[src/rtl/cpu_control_unit.sv]
// Multi-cycle fetch/operand/execute sequencer driving an external 8-bit ALU.
// Each instruction is an opcode byte plus an immediate/address byte; HLT has no operand byte.
module cpu_control_unit #(
    parameter logic [7:0] RESET_PC = 8'h00
) (
    input  logic       clk,
    input  logic       rst,
    output logic [7:0] mem_addr,
    input  logic [7:0] mem_data,
    output logic [7:0] alu_a,
    output logic [7:0] alu_b,
    output logic [2:0] alu_sel,
    input  logic [7:0] alu_y,
    input  logic       alu_z,
    output logic [7:0] acc,
    output logic       zf,
    output logic       instr_done,
    output logic       halted
);

    localparam logic [1:0] S_FETCH   = 2'd0;
    localparam logic [1:0] S_OPERAND = 2'd1;
    localparam logic [1:0] S_EXEC    = 2'd2;
    localparam logic [1:0] S_HALT    = 2'd3;

    localparam logic [2:0] OP_JMP = 3'b101;
    localparam logic [2:0] OP_JZ  = 3'b110;
    localparam logic [2:0] OP_HLT = 3'b111;

    logic [1:0] r_state;
    logic [7:0] r_pc;
    logic [2:0] r_op;   // only ir[7:5] is ever observed, so the ignored low bits are not stored
    logic [7:0] r_opr;
    logic [7:0] r_acc;
    logic       r_zf;
    logic [7:0] w_pc_inc;

    assign w_pc_inc = r_pc + 8'd1;

    always_ff @(posedge clk or posedge rst) begin
        if (rst) begin
            r_state <= S_FETCH;
            r_pc    <= RESET_PC;
            r_op    <= 3'b000;
            r_opr   <= 8'h00;
            r_acc   <= 8'h00;
            r_zf    <= 1'b0;
        end else begin
            case (r_state)
                S_FETCH: begin
                    r_op    <= mem_data[7:5];
                    r_pc    <= w_pc_inc;
                    r_state <= (mem_data[7:5] == OP_HLT) ? S_HALT : S_OPERAND;
                end
                S_OPERAND: begin
                    r_opr   <= mem_data;
                    r_pc    <= w_pc_inc;
                    r_state <= S_EXEC;
                end
                S_EXEC: begin
                    case (r_op)
                        OP_JMP: r_pc <= r_opr;
                        OP_JZ: begin
                            if (r_zf) begin
                                r_pc <= r_opr;
                            end
                        end
                        OP_HLT: begin
                        end
                        default: begin
                            r_acc <= alu_y;
                            r_zf  <= alu_z;
                        end
                    endcase
                    r_state <= S_FETCH;
                end
                S_HALT: r_state <= S_HALT;
                default: r_state <= S_FETCH;
            endcase
        end
    end

    assign mem_addr   = r_pc;
    assign alu_a      = r_acc;
    assign alu_b      = r_opr;
    assign alu_sel    = r_op;
    assign acc        = r_acc;
    assign zf         = r_zf;
    assign instr_done = (r_state == S_EXEC);
    assign halted     = (r_state == S_HALT);

endmodule

[config.mk]
export PLATFORM = sky130hd
export DESIGN_NAME = cpu_control_unit
export DESIGN_NICKNAME = d
export VERILOG_FILES = /design/src/rtl/cpu_control_unit.sv
export SDC_FILE = /design/constraint.sdc
export NUM_CORES = 1
export LEC_CHECK = 0
export CAP_MARGIN = 10
export CELL_PAD_IN_SITES_DETAIL_PLACEMENT = 0
export CELL_PAD_IN_SITES_GLOBAL_PLACEMENT = 1
export CORE_MARGIN = 2
export CORE_UTILIZATION = 30
export DETAILED_ROUTE_END_ITERATION = 16
export PLACE_DENSITY = 0.85
export SLEW_MARGIN = 20
export SYNTH_ARGS = -nofsm -noshare
export SYNTH_HDL_FRONTEND = slang
export SYNTH_SLANG_ARGS = --single-unit
[constraint.sdc]
create_clock -name clk -period 1.48 [get_ports clk]
set_input_delay 0.222 -clock clk [delete_from_list [all_inputs] [get_ports clk]]
set_output_delay 0.222 -clock clk [all_outputs]
set_load 0.02 [all_outputs]
==> run_results.csv <==
group,metric,value,unit
clock_network,h-tree-depth,2,
drt,wl_per_cell,13.2,um
global_routing,track_usage,13.6,%
cells_and_area,finalNonFillerCells,265,
yosys,yosys-top-cells-count,"dfrtp_1 (30), mux2_2 (19), buf_4 (8), inv_1 (7), o21ai_0 (7)",
yosys,async_reset_ff_share,100,%
drt,wl_met3,258,um
sta,fin_crit_sh,106,%
floorplanning,die_w,74.5,um
clock_network,postCtsHoldBufs,0,
yosys,synthCells,125,
sta,relSlewSlack,80.6,%
floorplanning,io_pins,57,
power,ir_drop,0.00109,V
clock_network,cts_sinks,30,
worst_setup_path,worst_setup_path_start_kind,"register",
cells_and_area,seq_area,751,sq um
power,power.leakage,0.00106,uW
floorplanning,die_h,74.5,um
cells_and_area,fin_util,49.5,%
global_routing,grt_pass1_vias,1162,
clock_network,clock_latency,0.28,ns
drt,vias_per_cell,4.53,
yosys,ys_ff_latch,30,
floorplanning,die_area,5540,sq um
drt,drt-pass1-iter-count,4,
cells_and_area,diodes,0,
floorplanning,core,4750,sq um
drt,vias,1201,
sta,setup_violations,8,
status,failed_checks,"negative setup slack",
yosys,syn_area,1490,sq um
sta,fmax,638,MHz
global_routing,antenna_found_initial,0,
clock_network,numCtsBuffers,5,
worst_setup_path,worstPathArrival,1.74,ns
status,status,"finished, violations left",
drt,wl_met2,1610,um
drt,drc_errors,0,
clock_network,cts_tree,"yes",
worst_setup_path,crit_fanout,8,
clock_network,root_buffer,"clkbuf_8",
hold_path,hp-class,"in -> async",
worst_setup_path,crit_path_end_kind,"register",
cells_and_area,nets,222,
yosys,yosysUniqueCellTypes,30,
place,portBuffers,56,
drt,totalWireLength,3500,um
place,dp_cells,248,
global_routing,grt_pass1_wl,5510,um
cells_and_area,fill_cells,461,
clock_network,cts_buffer_depth,2,
yosys,synthesis.nets,150,
yosys,yosysTopAreaCell,"dfrtp_1",
power,power_density,2640,nW/um^2
sta,setup_ws,-0.0872,ns
cells_and_area,area_growth,58.0,%
sta,whs,0.221,ns
yosys,yosysMostFrequentCell,"dfrtp_1",
floorplanning,start_util,31.3,%
global_routing,grt_max_degree,23,
drt,wl_met1,1570,um
power,finalPower,6200,uW
sta,fin_skew,0.00283,ns
worst_setup_path,worstSetupPathType,"reg -> reg",
floorplanning,rows,25,
global_routing,grt_overflow,0,
sta,period_needed,1.57,ns
place,dpl.hpwl,2500,um
yosys,synth_edf_count,0,
sta,worstMarginPinSlew,0.291,ns
worst_setup_path,required,1.65,ns
yosys,syn_area_per_cell,11.9,sq um
place,gp_congestion,0.759,
yosys,yosysSeqAreaShare,50.4,%
drt,postRouteAntennaNets,0,
drt,drt_first_iter_violations,64,
yosys,synth_ff_type,"dfrtp_1",
cells_and_area,drive_gt1_share,34.8,%
sta,rsz0062_at_grt,"true",
cells_and_area,multi_input_area,667,sq um
yosys,synth.top_cell.area_share,50.4,%
clock_network,clk_pin_slew,0.06,ns
yosys,yosys_warnings,0,
sta,drv_slew,0,
yosys,ys_top_cells_by_area,"dfrtp_1 (50%), mux2_2 (14%), ha_1 (5.0%), buf_4 (4.0%), a21oi_2 (2.9%)",
flow_run,max_cap_violations,0,
sta,hold_viol_final,0,
worst_setup_path,rr_worst_depth,7,
drt,highest_layer,"met4",
-- critical path: stages, from the launching register on --
cell      delay [ns]
dfrtp_1         0.44
ha_4            0.20
nor2b_4         0.13
a311oi_4        0.26
buf_6           0.17
buf_12          0.13
buf_6           0.09
a21oi_2         0.04
-- repair_timing --
action | 4_1_cts | 5_1_grt
gates resized for setup | 42 | 12
setup buffers | 2 | 7
endpoints found under the setup margin | 44 | 11
pin swaps | 1 | 3
-- final cells by class --
cell class	count	area share [%]
clock buffer	8	4.68
multi-input combinational	76	28.4
timing repair buffer	77	30.2
sequential	30	31.9
tap	67	3.56
inverter	7	1.28
-- where the power goes --
group	total, uW	switching (uW)	internal, uW
Clock	782	313	469
Combinational	3760	1880	1880
Sequential	1660	395	1260
-- stage by stage --
stage,area (sq um),setup WS (ns),setup TNS [ns]
2_1_floorplan,1510,-0.0288,-0.0705
4_1_cts,2270,-0.0543,-0.260
3_3_place_gp,2180,-0.0220,-0.0534
3_5_place_dp,2180,-0.0736,-0.403
5_1_grt,2350,-0.165,-1.29
6_report,2350,-0.0872,-0.523
-- cells by family after synthesis --
| logic type | synth area share (%) |
|---|---|
| mux | 15.0 |
| simple gates | 8.40 |
| buf+inv | 7.40 |
| flops | 50.4 |
| compound gates | 13.7 |
| fa+ha+maj | 5.04 |
-- registers in the layout, summed over array words and instances, names as in the netlist --
signal,count
mem_addr,8
r_state,2
alu_sel,3
alu_b,8
acc,8
zf,1
-- final timing paths --
kind                                                end  slack (ns)            startpoint
worst min-delay path                 acc[7]$_DFFE_PP0P_        0.22                   rst
worst min register to register       acc[6]$_DFFE_PP0P_        0.52    acc[6]$_DFFE_PP0P_
worst max register to register  mem_addr[2]$_DFFE_PP0P_       -0.09  r_state[1]$_DFF_PP0_
min in group clk                   alu_b[0]$_DFFE_PP0P_        0.50           mem_data[0]
worst max-delay path            mem_addr[2]$_DFFE_PP0P_       -0.09  r_state[1]$_DFF_PP0_
max in group asynchronous          r_state[1]$_DFF_PP0_        0.96                   rst
-- layout by cell type (no fill, tap or decap), types with 2 or more instances in the layout --
master,netlist,final
a21oi_1,6,2
a21oi_2,5,9
a22o_1,4,4
buf_12,0,2
buf_4,8,14
buf_6,1,4
clkbuf_2,0,2
clkbuf_8,0,8
clkdlybuf4s50_1,0,18
dfrtp_1,30,30
dlygate4sd2_1,0,35
ha_1,6,3
ha_2,0,2
inv_1,7,5
mux2_2,19,19
nand2_1,6,6
nand3_1,4,4
nand4_1,2,2
o21ai_0,7,6
o21ai_1,2,2
-- layer usage --
layer  global-route usage [%]  vias up
li1                         -      583
met1                     18.0      569
met2                     19.6       43
met3                     5.42        6
met4                     5.95        0
met5                        0        -
Power figures use the tool's default switching activity.
